**config.mk**
```make
export PLATFORM = sky130hd
export DESIGN_NAME = add_seq_ctrl_flat
export DESIGN_NICKNAME = d
export VERILOG_FILES = /design/src/rtl/add_seq_ctrl_if.sv /design/src/rtl/add_seq_ctrl.sv /design/src/flat_wrapper.sv
export SDC_FILE = /design/constraint.sdc
export NUM_CORES = 1
export LEC_CHECK = 0
export ABC_CLOCK_PERIOD_IN_PS = 3100
export CORE_UTILIZATION = 48
export DETAILED_ROUTE_END_ITERATION = 6
export GPL_TIMING_DRIVEN = 0
export PLACE_DENSITY_LB_ADDON = 0.12
export SYNTH_ARGS = -nofsm -noshare
export SYNTH_HDL_FRONTEND = slang
export SYNTH_SLANG_ARGS = --single-unit
```
**constraint.sdc**
```tcl
create_clock -name clk -period 3.1 [get_ports clk]
set_clock_uncertainty 0.15 [all_clocks]
set_input_delay 0.62 -clock clk [delete_from_list [all_inputs] [get_ports clk]]
set_output_delay 0.62 -clock clk [all_outputs]
set_load 0.01 [all_outputs]
```
**src/rtl/add_seq_ctrl_if.sv**
```systemverilog
`default_nettype none
// +--------------------------------------------------------------------+
// | add_seq_ctrl_if : operand/result handshake bundle for add_seq_ctrl |
// | Optional ovf signal exists when ADD_SEQ_OVF_EN is defined.         |
// | Rev 1.0                                                            |
// +--------------------------------------------------------------------+
interface add_seq_ctrl_if #(
  parameter int WIDTH = 16
);
  logic             in_valid;
  logic             in_ready;
  logic [WIDTH-1:0] a;
  logic [WIDTH-1:0] b;
  logic             cin;
  logic             out_valid;
  logic             out_ready;
  logic [WIDTH-1:0] res;
  logic             cout;
  logic             busy;
`ifdef ADD_SEQ_OVF_EN
  logic             ovf;

  modport master (
    output in_valid, a, b, cin, out_ready,
    input  in_ready, out_valid, res, cout, busy, ovf
  );
  modport slave (
    input  in_valid, a, b, cin, out_ready,
    output in_ready, out_valid, res, cout, busy, ovf
  );
`else
  modport master (
    output in_valid, a, b, cin, out_ready,
    input  in_ready, out_valid, res, cout, busy
  );
  modport slave (
    input  in_valid, a, b, cin, out_ready,
    output in_ready, out_valid, res, cout, busy
  );
`endif
endinterface
`default_nettype wire

```
**src/rtl/add_seq_ctrl.sv**
```systemverilog
`default_nettype none
// +--------------------------------------------------------------------+
// | add_seq_ctrl : nibble-serial WIDTH-bit adder around one 4-bit CLA  |
// | slice. ADD_SEQ_OVF_EN adds a registered two's-complement ovf flag. |
// | Rev 1.0                                                            |
// +--------------------------------------------------------------------+
module add_seq_ctrl #(
  parameter int WIDTH = 16
) (
  input  logic          clk,
  input  logic          rst_n,
  add_seq_ctrl_if.slave bus
);
  localparam int c_nib = WIDTH / 4;
  localparam int c_kw  = (c_nib > 1) ? $clog2(c_nib) : 1;
  localparam logic [c_kw-1:0] c_klast = c_kw'(c_nib - 1);

  if (((WIDTH % 4) != 0) || (WIDTH < 4)) begin : g_width_bad
    $error("add_seq_ctrl: WIDTH=%0d must be a multiple of 4 and >= 4", WIDTH);
  end

  typedef enum logic [1:0] {
    S_IDLE = 2'd0,
    S_RUN  = 2'd1,
    S_DONE = 2'd2
  } state_t;

  state_t           r_state;
  state_t           w_state_nxt;
  logic             r_live;
  logic [c_kw-1:0]  r_k;
  logic             r_carry;
  logic [WIDTH-1:0] r_a;
  logic [WIDTH-1:0] r_b;
  logic [WIDTH-1:0] r_res;
  logic             r_cout;
  logic             w_in_ready;
  logic             w_accept;
  logic             w_step;
  logic             w_last;

  logic [3:0] w_na, w_nb, w_g, w_p, w_sum;
  logic [4:0] w_c;

  // r_live holds in_ready low until the first clock after reset release
  always_ff @(posedge clk or negedge rst_n) begin
    if (!rst_n) r_live <= 1'b0;
    else        r_live <= 1'b1;
  end

  assign w_in_ready = r_live &&
                      ((r_state == S_IDLE) || ((r_state == S_DONE) && bus.out_ready));

  always_ff @(posedge clk or negedge rst_n) begin
    if (!rst_n) r_state <= S_IDLE;
    else        r_state <= w_state_nxt;
  end

  always_comb begin
    w_state_nxt = r_state;
    w_accept    = 1'b0;
    w_step      = 1'b0;
    w_last      = 1'b0;
    case (r_state)
      S_IDLE: begin
        if (bus.in_valid && w_in_ready) begin
          w_accept    = 1'b1;
          w_state_nxt = S_RUN;
        end
      end
      S_RUN: begin
        w_step = 1'b1;
        if (r_k == c_klast) begin
          w_last      = 1'b1;
          w_state_nxt = S_DONE;
        end
      end
      S_DONE: begin
        if (bus.out_ready) begin
          if (bus.in_valid) begin
            w_accept    = 1'b1;
            w_state_nxt = S_RUN;
          end else begin
            w_state_nxt = S_IDLE;
          end
        end
      end
      default: w_state_nxt = S_IDLE;
    endcase
  end

  // Single 4-bit carry-lookahead slice, fed the current nibble pair
  assign w_na   = r_a[4*r_k +: 4];
  assign w_nb   = r_b[4*r_k +: 4];
  assign w_g    = w_na & w_nb;
  assign w_p    = w_na ^ w_nb;
  assign w_c[0] = r_carry;
  assign w_c[1] = w_g[0] | (w_p[0] & w_c[0]);
  assign w_c[2] = w_g[1] | (w_p[1] & w_g[0]) | (w_p[1] & w_p[0] & w_c[0]);
  assign w_c[3] = w_g[2] | (w_p[2] & w_g[1]) | (w_p[2] & w_p[1] & w_g[0])
                | (w_p[2] & w_p[1] & w_p[0] & w_c[0]);
  assign w_c[4] = w_g[3] | (w_p[3] & w_g[2]) | (w_p[3] & w_p[2] & w_g[1])
                | (w_p[3] & w_p[2] & w_p[1] & w_g[0])
                | (w_p[3] & w_p[2] & w_p[1] & w_p[0] & w_c[0]);
  assign w_sum  = w_p ^ w_c[3:0];

  always_ff @(posedge clk or negedge rst_n) begin
    if (!rst_n) begin
      r_a     <= '0;
      r_b     <= '0;
      r_k     <= '0;
      r_carry <= 1'b0;
      r_res   <= '0;
      r_cout  <= 1'b0;
    end else if (w_accept) begin
      r_a     <= bus.a;
      r_b     <= bus.b;
      r_carry <= bus.cin;
      r_k     <= '0;
    end else if (w_step) begin
      r_res[4*r_k +: 4] <= w_sum;
      r_carry           <= w_c[4];
      if (w_last) r_cout <= w_c[4];
      else        r_k    <= r_k + c_kw'(1);
    end
  end

`ifdef ADD_SEQ_OVF_EN
  logic r_ovf;

  // Overflow is the carry into the MSB xor the carry out of it
  always_ff @(posedge clk or negedge rst_n) begin
    if (!rst_n)                r_ovf <= 1'b0;
    else if (w_step && w_last) r_ovf <= w_c[3] ^ w_c[4];
  end

  assign bus.ovf = r_ovf;
`endif

  assign bus.in_ready  = w_in_ready;
  assign bus.out_valid = (r_state == S_DONE);
  assign bus.busy      = (r_state == S_RUN);
  assign bus.res       = r_res;
  assign bus.cout      = r_cout;

endmodule
`default_nettype wire
```
**src/flat_wrapper.sv**
```systemverilog
// flat-port wrapper written by rule: the top's interface ports become plain ports
module add_seq_ctrl_flat 
#(
  parameter int WIDTH = 16
)
  (clk, rst_n, bus_in_valid, bus_a, bus_b, bus_cin, bus_out_ready, bus_in_ready, bus_out_valid, bus_res, bus_cout, bus_busy);
  add_seq_ctrl_if #(.WIDTH(WIDTH)) bus_i ();
  input  logic clk;
  input  logic rst_n;
  input wire logic [$bits(bus_i.in_valid)-1:0] bus_in_valid;
  input wire logic [$bits(bus_i.a)-1:0] bus_a;
  input wire logic [$bits(bus_i.b)-1:0] bus_b;
  input wire logic [$bits(bus_i.cin)-1:0] bus_cin;
  input wire logic [$bits(bus_i.out_ready)-1:0] bus_out_ready;
  output wire logic [$bits(bus_i.in_ready)-1:0] bus_in_ready;
  output wire logic [$bits(bus_i.out_valid)-1:0] bus_out_valid;
  output wire logic [$bits(bus_i.res)-1:0] bus_res;
  output wire logic [$bits(bus_i.cout)-1:0] bus_cout;
  output wire logic [$bits(bus_i.busy)-1:0] bus_busy;
  assign bus_i.in_valid = bus_in_valid;
  assign bus_i.a = bus_a;
  assign bus_i.b = bus_b;
  assign bus_i.cin = bus_cin;
  assign bus_i.out_ready = bus_out_ready;
  assign bus_in_ready = bus_i.in_ready;
  assign bus_out_valid = bus_i.out_valid;
  assign bus_res = bus_i.res;
  assign bus_cout = bus_i.cout;
  assign bus_busy = bus_i.busy;
  add_seq_ctrl #(.WIDTH(WIDTH)) u_core (.clk(clk), .rst_n(rst_n), .bus(bus_i));
endmodule
```
==> summary.txt <==
Outcome
  – Status: finished clean

Power and ir drop
  – PD cells: 1110 nW/µm²
  – Peak supply drop: 0.574 mV
  – Leakage: 1.43 nW
  – Pwr Total: 0.00374 W

Drt
  – Detailed Route WL: 4860 µm
  – Pre-Repair DR Iteration Count: 4
  – Iter 0 DRT Violations: 66
  – # DRC: 0
  – DR vias/cell: 5.27
  – Wirelength per Cell: 15.2 µm
  – DRT antenna net count: 0
  – Vias: 1686

STA
  – Max-slew headroom: 59.9%
  – FMAX: 344 MHz
  – RSZ-0062 raised after global routing: no
  – Final setup TNS: 0 ns
  – Fin. Hold Viols: 0
  – Final period util: 93.8%
  – Max-slew violation count: 0
  – Hold_ws: 0.142 ns
  – Min Tclk post-route: 2.91 ns
  – Setup-failing EPs final: 0
  – Slew @ Worst Pin: 0.601 ns

Place
  – Hpwl dp: 3600 µm
  – RePlAce Congestion: 0.751
  – Placed instance count: 312
  – IO buf count: 56

Synthesis
  – Main combinational cell family by area after synthesis: multiplexers
  – Leading cell type by number of instances after synthesis: dfrtp_1
  – Synth Area in Compound Gates: 7.31%
  – Register area share after synthesis: 53.6%
  – EDFF count, synth: 0
  – XOR/XNOR Fraction of Synth Area: 1.02%
  – Largest area contributor in the netlist: dfrtp_1
  – Post-synthesis mux area share: 22.3%
  – Top_reg_cell synth: dfrtp_1
  – Synthesized flop and latch total: 55
  – Synth top cells by count: dfrtp_1 (55), mux2_2 (32), nand2_1 (19), ha_1 (10)
  – Area contributors post-synth: dfrtp_1 (54%), mux2_2 (14%), mux4_2 (7.0%)
  – Post-Syn Area: 2570 µm²
  – Simple-Gate Fraction of Synth Area: 6.87%
  – Synth unique cells: 36
  – Gate Count Post-Synth: 185
  – Adder-Cell Fraction of Synth Area: 5.66%
  – Synth async-reset ratio: 100%
  – Warnings from Yosys: 0
  – Syn Area/Cell: 13.9 µm²
  – Syn Nets: 233
  – Share of the synthesized area in the top cell type: 53.6%

Worst hold path
  – Worst min path class: in2async

GRT
  – Initial antenna violation count: 0
  – GRT overflow: 0
  – Largest net degree at the start of global routing: 32
  – Vias in the first global route: 1710
  – First-pass GRT wire length: 8190 µm
  – Gr usage total: 19.8%

Floorplan
  – Initial Util: 49.9%
  – Rows: 26
  – Core Region: 5140 µm²
  – Die area: 5640 µm²
  – Ports: 57
  – Die Y: 75.1 µm
  – Die Wd: 75.1 µm

Cells and area
  – Layout cells sized above 1: 23.6%
  – Fillcell total: 410
  – Number of inserted diodes: 0
  – Multi-input gate area: 1130 µm²
  – Finished Layout Cells: 320
  – Sequential Area: 1380 µm²
  – Post-layout nets: 297
  – Area growth syn-to-layout: 31.1%

Setup path
  – Critical Path RT: 3.15 ns
  – CP Capture Type: flip-flop
  – Worst-path fanout max: 10
  – Critical Path AT: 2.96 ns
  – Startpoint Class: flip-flop
  – Worst Setup Path Type: reg2reg

Clock tree
  – Root buffer cell: clkbuf_8
  – CTS max path bufs: 2
  – Worst-path clk slew: 0.10 ns
  – CTS buffer count: 5
  – Clock insertion delay at the later pin of the skew report: 0.30 ns
  – CTS tree: built
  – H-tree depth: 2
  – # clock sinks: 55
  – Hold-fix buffers, CTS: 0

Job
  – Max cap viols: 0
[kinds of logic (layout without fill, tap and decap cells)]
| logic type | count (synthesis) | count (layout) |
|---|---|---|
| flip-flops | 55 | 55 |
| multiplexers | 43 | 43 |
| AND/OR/NAND/NOR | 35 | 35 |
| AO/OA/AOI/OAI | 24 | 24 |
| buffers and inverters | 13 | 78 |
| adder cells (fa/ha/maj) | 11 | 11 |
| XOR/XNOR | 3 | 3 |
| other | 1 | 1 |
[worst paths after layout]
kind | to | startpoint | cells after the start | slack, ns
worst max-delay path | u_core.r_carry$_DFFE_PN0P_ | u_core.r_k[0]$_DFFE_PN0P_ | 8 | 0.19
worst min-delay path | u_core.bus.res[11]$_DFFE_PN0P_ | rst_n | 1 | 0.14
worst max register to register | u_core.r_carry$_DFFE_PN0P_ | u_core.r_k[0]$_DFFE_PN0P_ | 8 | 0.19
worst min register to register | u_core.bus.res[9]$_DFFE_PN0P_ | u_core.bus.res[9]$_DFFE_PN0P_ | 2 | 0.34
max in group asynchronous | u_core.r_b[15]$_DFFE_PN0P_ | rst_n | 2 | 2.10
min in group clk | u_core.bus.res[9]$_DFFE_PN0P_ | u_core.bus.res[9]$_DFFE_PN0P_ | 2 | 0.34
[metal layers]
| metal | track usage [%] | wire (µm) | part of all wire (%) |
|---|---|---|---|
| met3 | 4.69 | 190 | 3.9 |
| met5 | 0 | 0 | 0 |
| met4 | 7.13 | 29 | 0.60 |
| met1 | 25.0 | 2200 | 45 |
| met2 | 33.3 | 2440 | 50 |
[sequential cells by signal, summed over array words and instances, names as in the netlist]
name and flops:
u_core.r_state 2, u_core.r_b 16, u_core.r_k 2, u_core.r_carry 1
u_core.r_a 16, u_core.bus.cout 1, u_core.bus.res 16, u_core.r_live 1
[worst max-delay path, stage by stage, from the launching register on]
cell	delay [ns]
dfrtp_1	0.42
buf_2	0.24
clkbuf_4	0.28
mux4_2	0.54
ha_1	0.34
a21o_1	0.18
a31oi_2	0.23
o21bai_1	0.12
a221o_1	0.30
[cells in the final DEF (no fill, tap or decap), drive strengths merged, types with 2 or more instances in the layout]
| cell type | instances |
|---|---|
| clkdlybuf4s50 | 55 |
| dfrtp | 55 |
| mux2 | 34 |
| nand2 | 19 |
| ha | 10 |
| clkbuf | 9 |
| mux4 | 8 |
| o31ai | 8 |
| buf | 7 |
| inv | 5 |
| a22o | 5 |
| nor2 | 4 |
| o41ai | 4 |
| nor2b | 2 |
| a21o | 2 |
| nand3 | 2 |
| nor3b | 2 |
| xnor2 | 2 |
[power breakdown]
group	leakage, nW	internal (W)	switching [W]	total (W)
Combinational	0.686	0.00101	0.00101	0.00202
Clock	0.0612	0.000262	0.000228	0.000490
Sequential	0.684	0.00104	0.000184	0.00123
Total	1.43	0.00231	0.00142	0.00374
[metrics by stage]
step	util [%]	area, µm²	worst slack [ns]
2_1_floorplan	-	2570	0.437
3_3_place_gp	62.5	3210	-0.445
3_5_place_dp	62.8	3230	0.0515
4_1_cts	65.1	3350	0.0298
5_1_grt	65.4	3360	0.0584
6_report	65.4	3360	0.192
[what timing repair did]
action,4_1_cts,5_1_grt
setup endpoints to repair,0,5
buffers inserted,0,0
resized for setup,0,3
[final cells by class]
cell class,instances,share of cell area [%]
Clock inverter,2,1.04
Inverter,5,0.558
Multi-Input combinational cell,117,33.5
Sequential cell,55,40.9
Clock buffer,6,2.46
Tap cell,70,2.60
Buffer,8,1.82
Timing Repair Buffer,57,17.1
No activity file was read; power rests on OpenSTA's default activity.
